## src/rtl/ual_issue_if.sv

```systemverilog
// ---------------------------------------------------------------------------
// ual_issue_if : handshake and ALU bus bundle for the ual_issue block.
//   req_*    : instruction request channel (valid/ready, opcode, operands)
//   alu_*    : operands/opcode driven to the external combinational ALU and
//              its result/flags returned
//   res_*    : registered result channel (valid/ready, result, flags, error)
//   flags_q  : sticky flags of the last completed supported operation
//   op_cnt   : number of completed operations (wraps at 16 bits)
// Modports: slave = the ual_issue block, master = requester/ALU/consumer side.
// ---------------------------------------------------------------------------
interface ual_issue_if;
  logic        req_valid;
  logic        req_ready;
  logic [4:0]  req_op;
  logic [15:0] req_a;
  logic [15:0] req_b;
  logic [15:0] alu_A;
  logic [15:0] alu_B;
  logic [4:0]  alu_op;
  logic [15:0] alu_S;
  logic [4:0]  alu_flag;
  logic        res_valid;
  logic        res_ready;
  logic [15:0] res_S;
  logic [4:0]  res_flag;
  logic        res_err;
  logic [4:0]  flags_q;
  logic [15:0] op_cnt;

  modport slave (
    input  req_valid, req_op, req_a, req_b, alu_S, alu_flag, res_ready,
    output req_ready, alu_A, alu_B, alu_op, res_valid, res_S, res_flag,
           res_err, flags_q, op_cnt
  );

  modport master (
    output req_valid, req_op, req_a, req_b, alu_S, alu_flag, res_ready,
    input  req_ready, alu_A, alu_B, alu_op, res_valid, res_S, res_flag,
           res_err, flags_q, op_cnt
  );
endinterface

```

## src/rtl/ual_issue.sv

```systemverilog
// ---------------------------------------------------------------------------
// ual_issue : issues one instruction at a time to an external combinational
// ALU. Three-state FSM (IDLE -> EXEC -> DONE). A request accepted in IDLE is
// presented to the ALU for exactly one EXEC cycle; the ALU result is captured
// at the end of EXEC and held in DONE until the consumer takes it.
// Compares (EQU/INF/INFE/SUP/SUPE) run as a subtraction and are resolved
// from the Z, N and O flags as signed conditions.
// Ports:
//   CLK  : clock, rising edge
//   RST  : synchronous active-high reset
//   bus  : ual_issue_if.slave (request, ALU, result and status signals)
// ---------------------------------------------------------------------------
module ual_issue (
  input logic       CLK,
  input logic       RST,
  ual_issue_if.slave bus
);

  localparam int DATA_W = 16;

  localparam logic [4:0] OP_ADD  = 5'h01;
  localparam logic [4:0] OP_DIV  = 5'h04;
  localparam logic [4:0] OP_SOU  = 5'h03;
  localparam logic [4:0] OP_EQU  = 5'h09;
  localparam logic [4:0] OP_INF  = 5'h0A;
  localparam logic [4:0] OP_INFE = 5'h0B;
  localparam logic [4:0] OP_SUP  = 5'h0C;
  localparam logic [4:0] OP_SUPE = 5'h0D;

  typedef enum logic [1:0] {S_IDLE, S_EXEC, S_DONE} state_t;

  state_t              r_state;
  logic                r_req_ready;
  logic [4:0]          r_op;
  logic [DATA_W-1:0]   r_alu_A;
  logic [DATA_W-1:0]   r_alu_B;
  logic [4:0]          r_alu_op;
  logic                r_res_valid;
  logic [DATA_W-1:0]   r_res_S;
  logic [4:0]          r_res_flag;
  logic                r_res_err;
  logic [4:0]          r_flags_q;
  logic [15:0]         r_op_cnt;

  function automatic logic f_is_arith(input logic [4:0] op);
    return (op >= OP_ADD) && (op <= OP_DIV);
  endfunction

  function automatic logic f_is_cmp(input logic [4:0] op);
    return (op >= OP_EQU) && (op <= OP_SUPE);
  endfunction

  // Compares are executed as a subtraction; unsupported opcodes drive 0.
  function automatic logic [4:0] f_alu_op(input logic [4:0] op);
    if (f_is_arith(op))    return op;
    else if (f_is_cmp(op)) return OP_SOU;
    else                   return 5'h00;
  endfunction

  // Signed compare from subtraction flags: less-than is N xor O.
  function automatic logic [DATA_W-1:0] f_cmp(input logic [4:0] op,
                                              input logic z, input logic l);
    logic hit;
    case (op)
      OP_EQU:  hit = z;
      OP_INF:  hit = l;
      OP_INFE: hit = l | z;
      OP_SUP:  hit = ~l & ~z;
      OP_SUPE: hit = ~l;
      default: hit = 1'b0;
    endcase
    return {{(DATA_W-1){1'b0}}, hit};
  endfunction

  always_ff @(posedge CLK) begin
    if (RST) begin
      r_state     <= S_IDLE;
      r_req_ready <= 1'b1;
      r_op        <= '0;
      r_alu_A     <= '0;
      r_alu_B     <= '0;
      r_alu_op    <= '0;
      r_res_valid <= 1'b0;
      r_res_S     <= '0;
      r_res_flag  <= '0;
      r_res_err   <= 1'b0;
      r_flags_q   <= '0;
      r_op_cnt    <= '0;
    end else begin
      case (r_state)
        // Accept: latch the request straight into the ALU drive registers.
        S_IDLE: begin
          if (bus.req_valid) begin
            r_state     <= S_EXEC;
            r_req_ready <= 1'b0;
            r_op        <= bus.req_op;
            r_alu_A     <= bus.req_a;
            r_alu_B     <= bus.req_b;
            r_alu_op    <= f_alu_op(bus.req_op);
          end
        end
        // Execute: capture ALU output, release the ALU bus.
        S_EXEC: begin
          r_state     <= S_DONE;
          r_res_valid <= 1'b1;
          r_alu_A     <= '0;
          r_alu_B     <= '0;
          r_alu_op    <= '0;
          if (f_is_arith(r_op)) begin
            r_res_S    <= bus.alu_S;
            r_res_flag <= bus.alu_flag;
            r_res_err  <= 1'b0;
          end else if (f_is_cmp(r_op)) begin
            r_res_S    <= f_cmp(r_op, bus.alu_flag[1],
                                bus.alu_flag[2] ^ bus.alu_flag[3]);
            r_res_flag <= bus.alu_flag;
            r_res_err  <= 1'b0;
          end else begin
            r_res_S    <= '0;
            r_res_flag <= '0;
            r_res_err  <= 1'b1;
          end
        end
        // Done: hold result until the consumer takes it.
        S_DONE: begin
          if (bus.res_ready) begin
            r_state     <= S_IDLE;
            r_res_valid <= 1'b0;
            r_req_ready <= 1'b1;
            r_op_cnt    <= r_op_cnt + 16'd1;
            if (!r_res_err)
              r_flags_q <= r_res_flag;
          end
        end
        default: begin
          r_state     <= S_IDLE;
          r_req_ready <= 1'b1;
          r_res_valid <= 1'b0;
        end
      endcase
    end
  end

  assign bus.req_ready = r_req_ready;
  assign bus.alu_A     = r_alu_A;
  assign bus.alu_B     = r_alu_B;
  assign bus.alu_op    = r_alu_op;
  assign bus.res_valid = r_res_valid;
  assign bus.res_S     = r_res_S;
  assign bus.res_flag  = r_res_flag;
  assign bus.res_err   = r_res_err;
  assign bus.flags_q   = r_flags_q;
  assign bus.op_cnt    = r_op_cnt;

endmodule

```

## src/flat_wrapper.sv

```systemverilog
// flat-port wrapper written by rule: the top's interface ports become plain ports
module ual_issue_flat 
  (CLK, RST, bus_req_valid, bus_req_op, bus_req_a, bus_req_b, bus_alu_S, bus_alu_flag, bus_res_ready, bus_req_ready, bus_alu_A, bus_alu_B, bus_alu_op, bus_res_valid, bus_res_S, bus_res_flag, bus_res_err, bus_flags_q, bus_op_cnt);
  ual_issue_if bus_i ();
  input logic CLK;
  input logic RST;
  input wire logic [$bits(bus_i.req_valid)-1:0] bus_req_valid;
  input wire logic [$bits(bus_i.req_op)-1:0] bus_req_op;
  input wire logic [$bits(bus_i.req_a)-1:0] bus_req_a;
  input wire logic [$bits(bus_i.req_b)-1:0] bus_req_b;
  input wire logic [$bits(bus_i.alu_S)-1:0] bus_alu_S;
  input wire logic [$bits(bus_i.alu_flag)-1:0] bus_alu_flag;
  input wire logic [$bits(bus_i.res_ready)-1:0] bus_res_ready;
  output wire logic [$bits(bus_i.req_ready)-1:0] bus_req_ready;
  output wire logic [$bits(bus_i.alu_A)-1:0] bus_alu_A;
  output wire logic [$bits(bus_i.alu_B)-1:0] bus_alu_B;
  output wire logic [$bits(bus_i.alu_op)-1:0] bus_alu_op;
  output wire logic [$bits(bus_i.res_valid)-1:0] bus_res_valid;
  output wire logic [$bits(bus_i.res_S)-1:0] bus_res_S;
  output wire logic [$bits(bus_i.res_flag)-1:0] bus_res_flag;
  output wire logic [$bits(bus_i.res_err)-1:0] bus_res_err;
  output wire logic [$bits(bus_i.flags_q)-1:0] bus_flags_q;
  output wire logic [$bits(bus_i.op_cnt)-1:0] bus_op_cnt;
  assign bus_i.req_valid = bus_req_valid;
  assign bus_i.req_op = bus_req_op;
  assign bus_i.req_a = bus_req_a;
  assign bus_i.req_b = bus_req_b;
  assign bus_i.alu_S = bus_alu_S;
  assign bus_i.alu_flag = bus_alu_flag;
  assign bus_i.res_ready = bus_res_ready;
  assign bus_req_ready = bus_i.req_ready;
  assign bus_alu_A = bus_i.alu_A;
  assign bus_alu_B = bus_i.alu_B;
  assign bus_alu_op = bus_i.alu_op;
  assign bus_res_valid = bus_i.res_valid;
  assign bus_res_S = bus_i.res_S;
  assign bus_res_flag = bus_i.res_flag;
  assign bus_res_err = bus_i.res_err;
  assign bus_flags_q = bus_i.flags_q;
  assign bus_op_cnt = bus_i.op_cnt;
  ual_issue u_core (.CLK(CLK), .RST(RST), .bus(bus_i));
endmodule
```

## config.mk

```make
export PLATFORM = sky130hd
export DESIGN_NAME = ual_issue_flat
export DESIGN_NICKNAME = d
export VERILOG_FILES = /design/src/rtl/ual_issue_if.sv /design/src/rtl/ual_issue.sv /design/src/flat_wrapper.sv
export SDC_FILE = /design/constraint.sdc
export NUM_CORES = 1
export LEC_CHECK = 0
export CORE_MARGIN = 5
export CORE_UTILIZATION = 42
export CTS_CLUSTER_DIAMETER = 30
export DETAILED_ROUTE_END_ITERATION = 16
export PLACE_DENSITY = 0.77
export SYNTH_ARGS = -nofsm -noshare
export SYNTH_HDL_FRONTEND = slang
export SYNTH_SLANG_ARGS = --single-unit
```

## constraint.sdc

```tcl
create_clock -name CLK -period 2.1 [get_ports CLK]
set_input_delay 0.42 -clock CLK [delete_from_list [all_inputs] [get_ports CLK]]
set_output_delay 0.42 -clock CLK [all_outputs]
set_load 0.1 [all_outputs]
```

## Yosys cells after proc, flatten, opt, wreduce, memory -nomap -nowiden

Index checks and enable logic that the tools add are counted.

- Multipliers: 0
- Bitwise logic cells: 8
- Equality and inequality tests: 9
- Reduce and logical (&&, ||, !) cells: 13
- Muxes and demuxes: 23
- Order comparisons: 8
- Shift-type cells: 0
- Add/sub/neg operators: 1
- Divide/modulo/power cells: 0

Operators with widths:

| cell | count |
|---|---|
| $pmux W16 S2 | 2 |
| $mux W16 | 3 |
| $eq A5 B4 Y1 const B | 5 |
| $mux W5 | 4 |
| $add A16 B1 Y16 const B | 1 |
| $ge A5 B1 Y1 const B | 2 |
| $ge A5 B4 Y1 const B | 2 |
| $le A5 B3 Y1 const B | 2 |
| $le A5 B4 Y1 const B | 2 |
| $pmux W5 S2 | 1 |
| $reduce_and A2 Y1 | 5 |
| $mux W1 | 6 |
| $mux W2 | 3 |
| $pmux W1 S3 | 2 |
| $pmux W2 S3 | 1 |
| $reduce_and A3 Y1 | 2 |
| $not A1 Y1 | 5 |
| $pmux W1 S5 | 1 |
| $logic_and A1 B1 Y1 | 4 |
| $ne A2 B2 Y1 const B | 2 |
| $eq A2 B1 Y1 const B | 1 |
| $eq A2 B2 Y1 const B | 1 |
| $logic_not A2 Y1 | 1 |
| $reduce_bool A2 Y1 | 1 |
| 3 further kinds | 3 |

- Output and inout bits: 82
- RAM bits: 0
- ROM bits: 0
- Bits in registers: 89
- Memories kept: 0
- Word-level logic and storage cells: 74
- Latch bits: 0
- Input port bits: 62

## Longest topological paths before layout

Gate-level depths: netlist of run 1.

- Word-level depth: 6
- Gate-level depth with buffers: 6
- Gate-level depth less buffers: 5

## Least setup slack after synthesis of run 1

Ideal clock, no wire load.

- Kind: reg-to-reg
- Start: register u_core.r_op_cnt[0], in the netlist u_core.bus.op_cnt[0]
- End: register u_core.r_op_cnt[14], in the netlist u_core.bus.op_cnt[14]
- Path slack: -0.193 ns
- Cell stages (with the launch flop): 7
- Data required time: 2.030 ns
- Setup time: 0.070 ns
- Path buffers: 1
- Arrival: 2.223 ns
- Cell sequence: dfxtp_1 ha_1 and4b_1 buf_6 nand2_4 or4_1 a21oi_1

- Cells in the longest elaborated chain, start to end: 1

RTL lines:

| item | RTL line | source |
|---|---|---|
| start: declaration | ual_issue.sv:43 | `logic [15:0] r_op_cnt;` |
| start signal: assignment | ual_issue.sv:130 | `r_op_cnt <= r_op_cnt + 16'd1;` |
| $add A16 B1 Y16 | ual_issue.sv:130 |  |

No other way between the ends.
A chain may end at the register's enable or synchronous reset.

## Worst setup path in the final report of run 1

- Start: register u_core.r_op[0]
- End: register u_core.r_res_S[0], in the netlist u_core.bus.res_S[0]

- Cells in the longest elaborated chain, start to end: 4
- Elaborated cells between the ends (all ways): 14

RTL lines:

| item | RTL line | source |
|---|---|---|
| start: declaration | ual_issue.sv:34 | `logic [4:0] r_op;` |
| start signal: assignment | ual_issue.sv:96 | `r_op <= bus.req_op;` |
| $ge A5 B4 Y1, or another cell as far along | ual_issue.sv:50 | `return (op >= OP_EQU) && (op <= OP_SUPE);` |
| $logic_and A1 B1 Y1 or $pmux W1 S5 (tied branches) | ual_issue.sv:50, ual_issue.sv:64 |  |
| $mux W1 | ual_issue.sv:113 | `end else if (f_is_cmp(r_op)) begin` |
| $mux W16 * | ual_issue.sv:109 | `if (f_is_arith(r_op)) begin` |
| end signal: assignment | ual_issue.sv:110 | `r_res_S <= bus.alu_S;` |
| end signal: assignment | ual_issue.sv:114 | `r_res_S <= f_cmp(r_op, bus.alu_flag[1],` |
| end: declaration | ual_issue.sv:39 | `logic [DATA_W-1:0] r_res_S;` |

Mark *: on every way between the ends. The rest lies on a longest branch, timed or not.

==> results.md, run 1 <==
- The buffering stage count on the worst path with inverters included is 0.
- The cell area that synthesis handed to floorplanning was 3340 µm².
- The number of gates resized after CTS was 0.
- The via count is roughly 3000.
- The arrival time at the worst endpoint is just over 2000 ps.
- In the synthesized netlist the dominant register cell turns out to be sky130_fd_sc_hd__dfxtp_1.
- The areal power density over the cells is approximately 760 nW/µm².
- The critical path launch point type is a register.
- Among all stages on the critical path, the largest delay is contributed by sky130_fd_sc_hd__nor4b_4.
- The number of antenna violations at the first check in global routing is 0.
- Global routing used approximately 18% of the available tracks.
- The number of nets produced by synthesis is between 400 and 500.
- The max-cap check violation count is 0.
- The worst hold path begins at u_core.bus.res_S[1].
- The area growth from synthesis to layout is 45.9%.
- Setup repair after global routing left no endpoint under its margin.
- The leakage component of the power is 2.04 nW.
- In the global route stage, met1 resource usage came out at about 20%.
- By instance count, the leading cell after synthesis is sky130_fd_sc_hd__dfxtp_1.
- Of all flip-flops after synthesis, the portion carrying an async set or reset was 0%.
- The largest net degree at the start of global routing is 35.
- In this design, the largest share of critical-path delay is due to simple AND/OR/NAND/NOR gates.
- The number of buffers added to fix hold violations after cts is 0.
- The met2 track utilization from global routing is approximately 29%.
- The flow ran to the end, and the final reports show no timing, DRC or antenna violations.
- The die height is between 90 and 100 µm.
- By area the synthesized netlist is led by sky130_fd_sc_hd__dfxtp_1 53%, sky130_fd_sc_hd__a22o_1 8.4%, sky130_fd_sc_hd__a21oi_1 4.3%.
- Traced cell by cell, the critical path runs through nor3_1, nor4b_4, a22oi_1, a211oi_1.
- The initial utilization of the core area, before any placement, comes to between 40% and 50%.
- After detailed routing, the number of remaining DRC violations is 0.
- The met3 layer usage reported by global route is under 10%.
- The placeable core region is about 7700 µm².
- The combined flip-flop and latch cell area is roughly 1800 µm².
- The utilization after layout is between 60 and 70%.
- Data on the critical path is required at its endpoint by 2360 ps.
- The detailed-route vias per instance is 5.09.
- The top achievable clock speed is 561 MHz.
- The wire length of the first global-routing pass is ~14000 µm.
- For this run, the number of standard cells in the final layout without fillers is slightly below 600.
- The pin slew with the least headroom to its limit is slightly above 800 ps.
- In this design, the stage delay of the slowest critical-path cell is about 700 ps.
- The tightest min-delay check is of the reg2reg type.
- During synthesis, Yosys emitted a total of 0 warnings.
- The hold violation total from the final report came to 0.
- In this run the critical register-to-register path is launched from u_core.r_op[0].
- The final critical path takes up between 80 and 90% of the cycle.
- In this run, synthesis inferred 0 flip-flops with an integrated enable.
- The clock tree synthesis step divided the H-tree into 3 levels.
- In the final layout, the share of cells above drive strength 1 is a little over a quarter.
- The number of global-route vias before repair is 3006.
- The average wire per cell in the routed design is around 15 µm.
- Clock skew on the completed layout was measured at ~14 ps.
- After clock tree synthesis, the clock-pin slew on the worst setup and hold paths is around 90 ps.
- 0 antenna diodes ended up in the layout.
- The part of the Yosys area used for sequential elements is between 50% and 60%.
- The first detailed-routing pass took 4 iterations.
- The worst slew margin relative to its limit is 45.8%.
- After detailed placement, the total cell area comes to about 4700 µm².
- The violation count after the first detailed-route iteration is 93.
- The start-to-end type of the worst setup path is reg2reg.
- Of all cell types, the one taking the most synthesized area is sky130_fd_sc_hd__dfxtp_1.
- Counting instances in the post-synthesis netlist gives the leading cell types as 89 x sky130_fd_sc_hd__dfxtp_1, 32 x sky130_fd_sc_hd__a22o_1, 32 x sky130_fd_sc_hd__nor2_1, 29 x sky130_fd_sc_hd__a21oi_1, 24 x sky130_fd_sc_hd__nand2_1.
- The top fanout value on the critical path is 16.
- The die outline area is 9850 µm².
- The number of distinct standard cells referenced by the synthesized netlist is 45.
- Clock latency on the worst-skew pair, taken at its later pin, is approximately 350 ps.
- No sink is reached through more buffers than the 2 on the longest clock path.
- The cell count after synthesis is between 300 and 400.
- Buffers inserted during clock tree synthesis total 9.
- The number of placed instances, taps included, is roughly 570.
- After detailed routing, the total wire length is 8950 µm.
- In this run the biggest area consumer among cell types represents between 50% and 60% of the synthesized area.
- The launching instance or port of the critical path is u_core.r_op[0].
- The clock tree from TritonCTS is yes.
- The congestion estimate from routability-driven global placement came to between 0.7 and 0.8.
- Setup violations remaining at the end of the flow were counted as 0.
- The number of ports placed on the die boundary is approximately 140.
- Clock tree synthesis found a total of ~90 sinks.
- The number of pins exceeding their max-slew limit in the final report is 0.
- The area of the multi-input gates is between 1000 and 1500 µm².
- The peak ir drop on the vdd network is 0.409 mV.
- The horizontal die dimension is about 99 µm.
- The final net count is roughly 550.
- The final critical delay including setup and external delays is 1780 ps.
- In this run the post-CTS setup repair buffer count came out at 0.
- The worst hold slack across all endpoints is roughly 460 ps.
- The count of buffers added on input and output ports is between 100 and 150.
- STA classifies the critical path endpoint as a register.
- The final global-route overflow total is 0.
- With fillers left out, the area of the finished cells amounts to a little under 5000 µm².
- The detail route stage leaves a number of antenna-violating nets equal to 0.
- The synthesized design contains 89 register bits.
- A synthesized cell averages 9.84 µm².
- Row generation in the floorplan step produced 32 rows.
- The most used routing layer in global routing is met2.
- The root buffer cell is sky130_fd_sc_hd__clkbuf_8.
- The count of fill cells added during filler insertion is 672.
- The wire-length estimate of the detail-placed layout is between 6000 and 7000 µm.
- The total negative setup slack is 0 ps.
## power breakdown
part | internal (mW) | switching (mW) | total, mW
clock network | 0.441 | 0.615 | 1.06
logic | 0.265 | 0.583 | 0.848
registers | 1.75 | 0.0493 | 1.80
## routing by layer
metal	part of all wire [%]	wire (µm)
met1	41	3680
met2	50	4470
met3	7.5	674
met4	1.4	123
met5	0	0
## placed cells by master (no fill, tap or decap), types with 4 or more instances in the layout
master	instances
sky130_fd_sc_hd__a21oi_1	29
sky130_fd_sc_hd__a22o_1	32
sky130_fd_sc_hd__a32oi_1	6
sky130_fd_sc_hd__buf_4	91
sky130_fd_sc_hd__clkbuf_8	9
sky130_fd_sc_hd__clkdlybuf4s50_1	60
sky130_fd_sc_hd__dfxtp_1	78
sky130_fd_sc_hd__dfxtp_2	11
sky130_fd_sc_hd__mux2i_1	7
sky130_fd_sc_hd__nand2_1	24
sky130_fd_sc_hd__nand2b_1	4
sky130_fd_sc_hd__nand3_1	20
sky130_fd_sc_hd__nor2_1	32
sky130_fd_sc_hd__nor2b_1	4
sky130_fd_sc_hd__nor3_1	5
sky130_fd_sc_hd__o21ai_0	13
sky130_fd_sc_hd__or3_1	4
sky130_fd_sc_hd__xnor2_1	6
sky130_fd_sc_hd__xor2_1	4
## through the flow
| stage | power (mW) | worst slack, ps |
|---|---|---|
| after floorplan | 2.42 | 85.9 |
| after global placement | 2.68 | 108 |
| after detailed placement | 2.69 | 77.4 |
| after CTS | 3.75 | 284 |
| after global routing | 3.86 | 149 |
| final | 3.71 | 317 |
## logic make-up after synthesis
kind of cell / synth area share [%]
and+or+nand+nor: 18.5
muxes: 2.10
buffers and inverters: 4.45
adders and majority gates: 0.374
AOI/OAI and AO/OA: 18.7
DFF: 53.3
xor gates and xnor gates: 2.62
## final timing paths
check | end | slack [ps] | cells after the start
max reg2reg | u_core.bus.res_S[0] | 320 | 4
max | u_core.bus.res_S[0] | 320 | 4
min reg2reg | u_core.bus.res_S[1] | 460 | 2
min | u_core.bus.res_S[1] | 460 | 2
## registers in the layout, summed over array words and instances (netlist names)
signal	count
u_core.bus.alu_A	16
u_core.bus.alu_B	16
u_core.bus.op_cnt	16
u_core.bus.res_S	16
u_core.bus.alu_op	5
u_core.bus.flags_q	5
u_core.bus.res_flag	5
u_core.r_op	5
u_core.r_state	2
u_core.bus.req_ready	1
u_core.bus.res_err	1
u_core.bus.res_valid	1
## worst reg2reg max path, stage by stage (launching register included)
cell	delay (ps)
sky130_fd_sc_hd__dfxtp_1	420
sky130_fd_sc_hd__nor3_1	130
sky130_fd_sc_hd__nor4b_4	700
sky130_fd_sc_hd__a22oi_1	200
sky130_fd_sc_hd__a211oi_1	260
## final cells by class
| type | instances | area share, % |
|---|---|---|
| Inverter | 3 | 0.231 |
| Clock buffer | 9 | 2.54 |
| Timing Repair Buffer | 155 | 27.6 |
| Clock inverter | 7 | 1.10 |
| Multi-Input combinational cell | 225 | 29.1 |
| Sequential cell | 89 | 36.8 |
| Tap cell | 102 | 2.62 |
No activity file was read; power rests on OpenSTA's default activity.
==> run 2, diff against run 1 <==
--- a/config.mk
+++ b/config.mk
@@ -6,10 +6,10 @@
 export NUM_CORES = 1
 export LEC_CHECK = 0
 export CORE_MARGIN = 5
-export CORE_UTILIZATION = 42
+export CORE_UTILIZATION = 38
 export CTS_CLUSTER_DIAMETER = 30
 export DETAILED_ROUTE_END_ITERATION = 16
-export PLACE_DENSITY = 0.77
+export PLACE_DENSITY = 0.73
 export SYNTH_ARGS = -nofsm -noshare
 export SYNTH_HDL_FRONTEND = slang
 export SYNTH_SLANG_ARGS = --single-unit
==> constraint.sdc (replaced) <==
create_clock -name CLK -period 1.57 [get_ports CLK]
set_input_delay 0.314 -clock CLK [delete_from_list [all_inputs] [get_ports CLK]]
set_output_delay 0.314 -clock CLK [all_outputs]
set_load 0.1 [all_outputs]
==> results.md, run 2 (synthesis results as in run 1) <==
- The floorplan step set the die width to approximately 100 µm.
- The worst register-to-register path has a setup slack of between 70 and 80 ps.
- The buffering stage count on the worst path with inverters included is 0.
- Along the worst path, the maximum fanout reaches 4.
- The worst hold path class is in2reg.
- The path with the worst hold slack has its endpoint at u_core.bus.op_cnt[14].
- The routed design has between 9000 and 10000 µm of wire.
- The number of global-route vias before repair is roughly 3300.
- Clock tree synthesis selected as its root buffer the cell sky130_fd_sc_hd__clkbuf_8.
- The required time of the critical path is ~1900 ps.
- Buffers placed on the I/O ports in this run total between 100 and 150.
- After detailed placement, the total cell area comes to a little under 6000 µm².
- Headroom to the max-slew limit came out at between 60% and 70%.
- The hold violation total from the final report is 0.
- The via count is 3169.
- The average wire per cell in the routed design is approximately 16 µm.
- The fraction of layout cells with a size suffix above 1 is between 30% and 40%.
- The startpoint of the lowest-slack hold path is RST.
- The peak ir drop on the vdd network is 0.547 mV.
- The total inserted antenna cells is 0.
- The critical path endpoint category is a register.
- The clock transition at the registers of the reported paths is ~80 ps.
- The die outline area is ~11000 µm².
- The arrival time at the worst endpoint is roughly 1800 ps.
- The placeable core region is ~8600 µm².
- The number of ports placed on the die boundary is 144.
- Global routing consumed, over all layers together, 18.6% of the routing resources.
- For the pin with the worst max-slew slack, the measured transition is 560 ps.
- The max-cap check violation count is 0.
- The global placement routability congestion is 0.765.
- The terminus of the critical flop-to-flop path is u_core.bus.op_cnt[14].
- The depth of the worst register-to-register path is 4.
- The cell with the biggest individual delay on the critical path is sky130_fd_sc_hd__or4_1.
- The top achievable clock speed is around 670 MHz.
- For the final database, setup skew stands at roughly 11 ps.
- The cell family contributing the most delay on the critical path is simple AND/OR/NAND/NOR gates.
- At the placement stage, the worst setup path has a slack of -287 ps.
- In this run the vertical extent of the chip is 104 µm.
- The number of antenna violations at the first check in global routing was 0.
- The design area is between 6000 and 7000 µm².
- The clock tree from TritonCTS is yes.
- Setup repair after global routing left no endpoint under its margin.
- In the layout the commonest cells are 85 x sky130_fd_sc_hd__buf_12, 75 x sky130_fd_sc_hd__dfxtp_1, 60 x sky130_fd_sc_hd__clkdlybuf4s50_1, 36 x sky130_fd_sc_hd__buf_4, 32 x sky130_fd_sc_hd__a22o_1.
- The wire-length estimate of the detail-placed layout is between 7000 and 8000 µm.
- The sink count of the clock tree is 89.
- The final critical-path share of the clock period is between 90% and 100%.
- The post-detailed-route count of antenna-violating nets is 0.
- At the end of the flow, the number of nets in the layout was 573.
- The total negative setup slack is 0 ps.
- The worst register-to-register path begins at u_core.bus.op_cnt[10].
- The total instance count after detailed placement is 601.
- In this run, CTS created clock tree buffers numbering 9.
- The worst setup path is launched from a register.
- The wire length of the first global-routing pass is about 17000 µm.
- The H-tree was split into 3 levels.
- Dividing total power by cell area gives a power density of about 880 nW/µm².
- The number of endpoints failing setup at the final stage is 0.
- Entering global routing, the biggest net connects 36 pins.
- The flow ran to the end, and the final reports show no timing, DRC or antenna violations.
- The start-to-end type of the worst setup path is reg2reg.
- The clock passes through at most 2 buffers.
- The largest single stage delay on the critical path is 520 ps.
- The instance count along the most critical hold path is 2.
- The final critical delay including setup and external delays is ~1500 ps.
- The number of pins exceeding their max-slew limit in the final report was 0.
- The initial core utilization is between 30% and 40%.
- The worst setup margin is ~77 ps.
- Using the TritonRoute via totals, the vias-per-cell ratio works out to just over 5.
- The critical path starts at u_core.bus.op_cnt[10].
- The area growth from synthesis to layout is 86.6%.
- The analysis attributes to cell leakage a power of 2.43 nW.
- The clock latency of the later-clocked register in the worst-skew pair is ~360 ps.
- The post-route non-filler standard cell count is ~620.
- The most common cell after layout, fill and taps aside is sky130_fd_sc_hd__buf_12.
- The first routing iteration left between 90 and 100 violations.
- The first TritonRoute pass finished after 4 iterations.
- The signal on the critical path passes through nand4_1, or2_4, or4_1, a21oi_2.
- The number of placement rows is 34.
- The final global-route overflow total is 0.
- After detailed routing, the number of remaining DRC violations is 0.
-- run 2: cell count changes in the layout (fill, tap and decap cells not counted), sizes merged --
cell and delta:
buf +27, clkinv -5, clkbuf +2, clkinvlp +2, bufinv +1
-- run 2: worst max-delay path by stage --
stage	end	cells after the start
3_5_place_dp	u_core.bus.flags_q[0]	7
4_1_cts	u_core.bus.op_cnt[14]	4
6_report	u_core.bus.op_cnt[14]	4
5_1_grt	u_core.bus.op_cnt[14]	4
3_3_place_gp	u_core.bus.op_cnt[9]	6
2_1_floorplan	u_core.bus.op_cnt[14]	4
-- run 2: timing repair --
action	CTS	global route
hold buffers	0	0
endpoints found under the setup margin	18	22
gates resized for setup	1	5
hold endpoints to repair	0	0
pin swaps	0	1
buffers inserted	2	4
gates cloned	0	0
-- run 2: power by group --
part	switching [mW]	internal [mW]
combinational	0.809	0.581
clock	0.832	0.840
sequential	0.0974	2.33
-- run 2: final cells by class --
class / count / area, µm²
clock buffer: 11 / 153
sequential: 89 / 1830
timing repair buffer: 182 / 2580
multi-input combinational: 225 / 1480
tap: 108 / 135
inverter: 3 / 11.3
fill: 618 / 2390
clock inverter: 5 / 60.1
-- run 2: layer usage --
layer,track usage (%),up-vias,wire length (µm)
met2,32.8,81,5290
li1,-,1555,-
met1,20.4,1506,3830
met4,9.16,0,344
met3,4.98,27,452
met5,0,-,0
-- run 2: through the flow --
step                      total power, mW  hold slack, ps  utilization, %
after floorplan                      3.22             439               -
after global placement               3.82             475            68.9
after detailed placement             3.84             480            68.9
after CTS                            5.53             286            71.8
after global routing                 5.70             291            72.3
final                                5.49             295            72.3
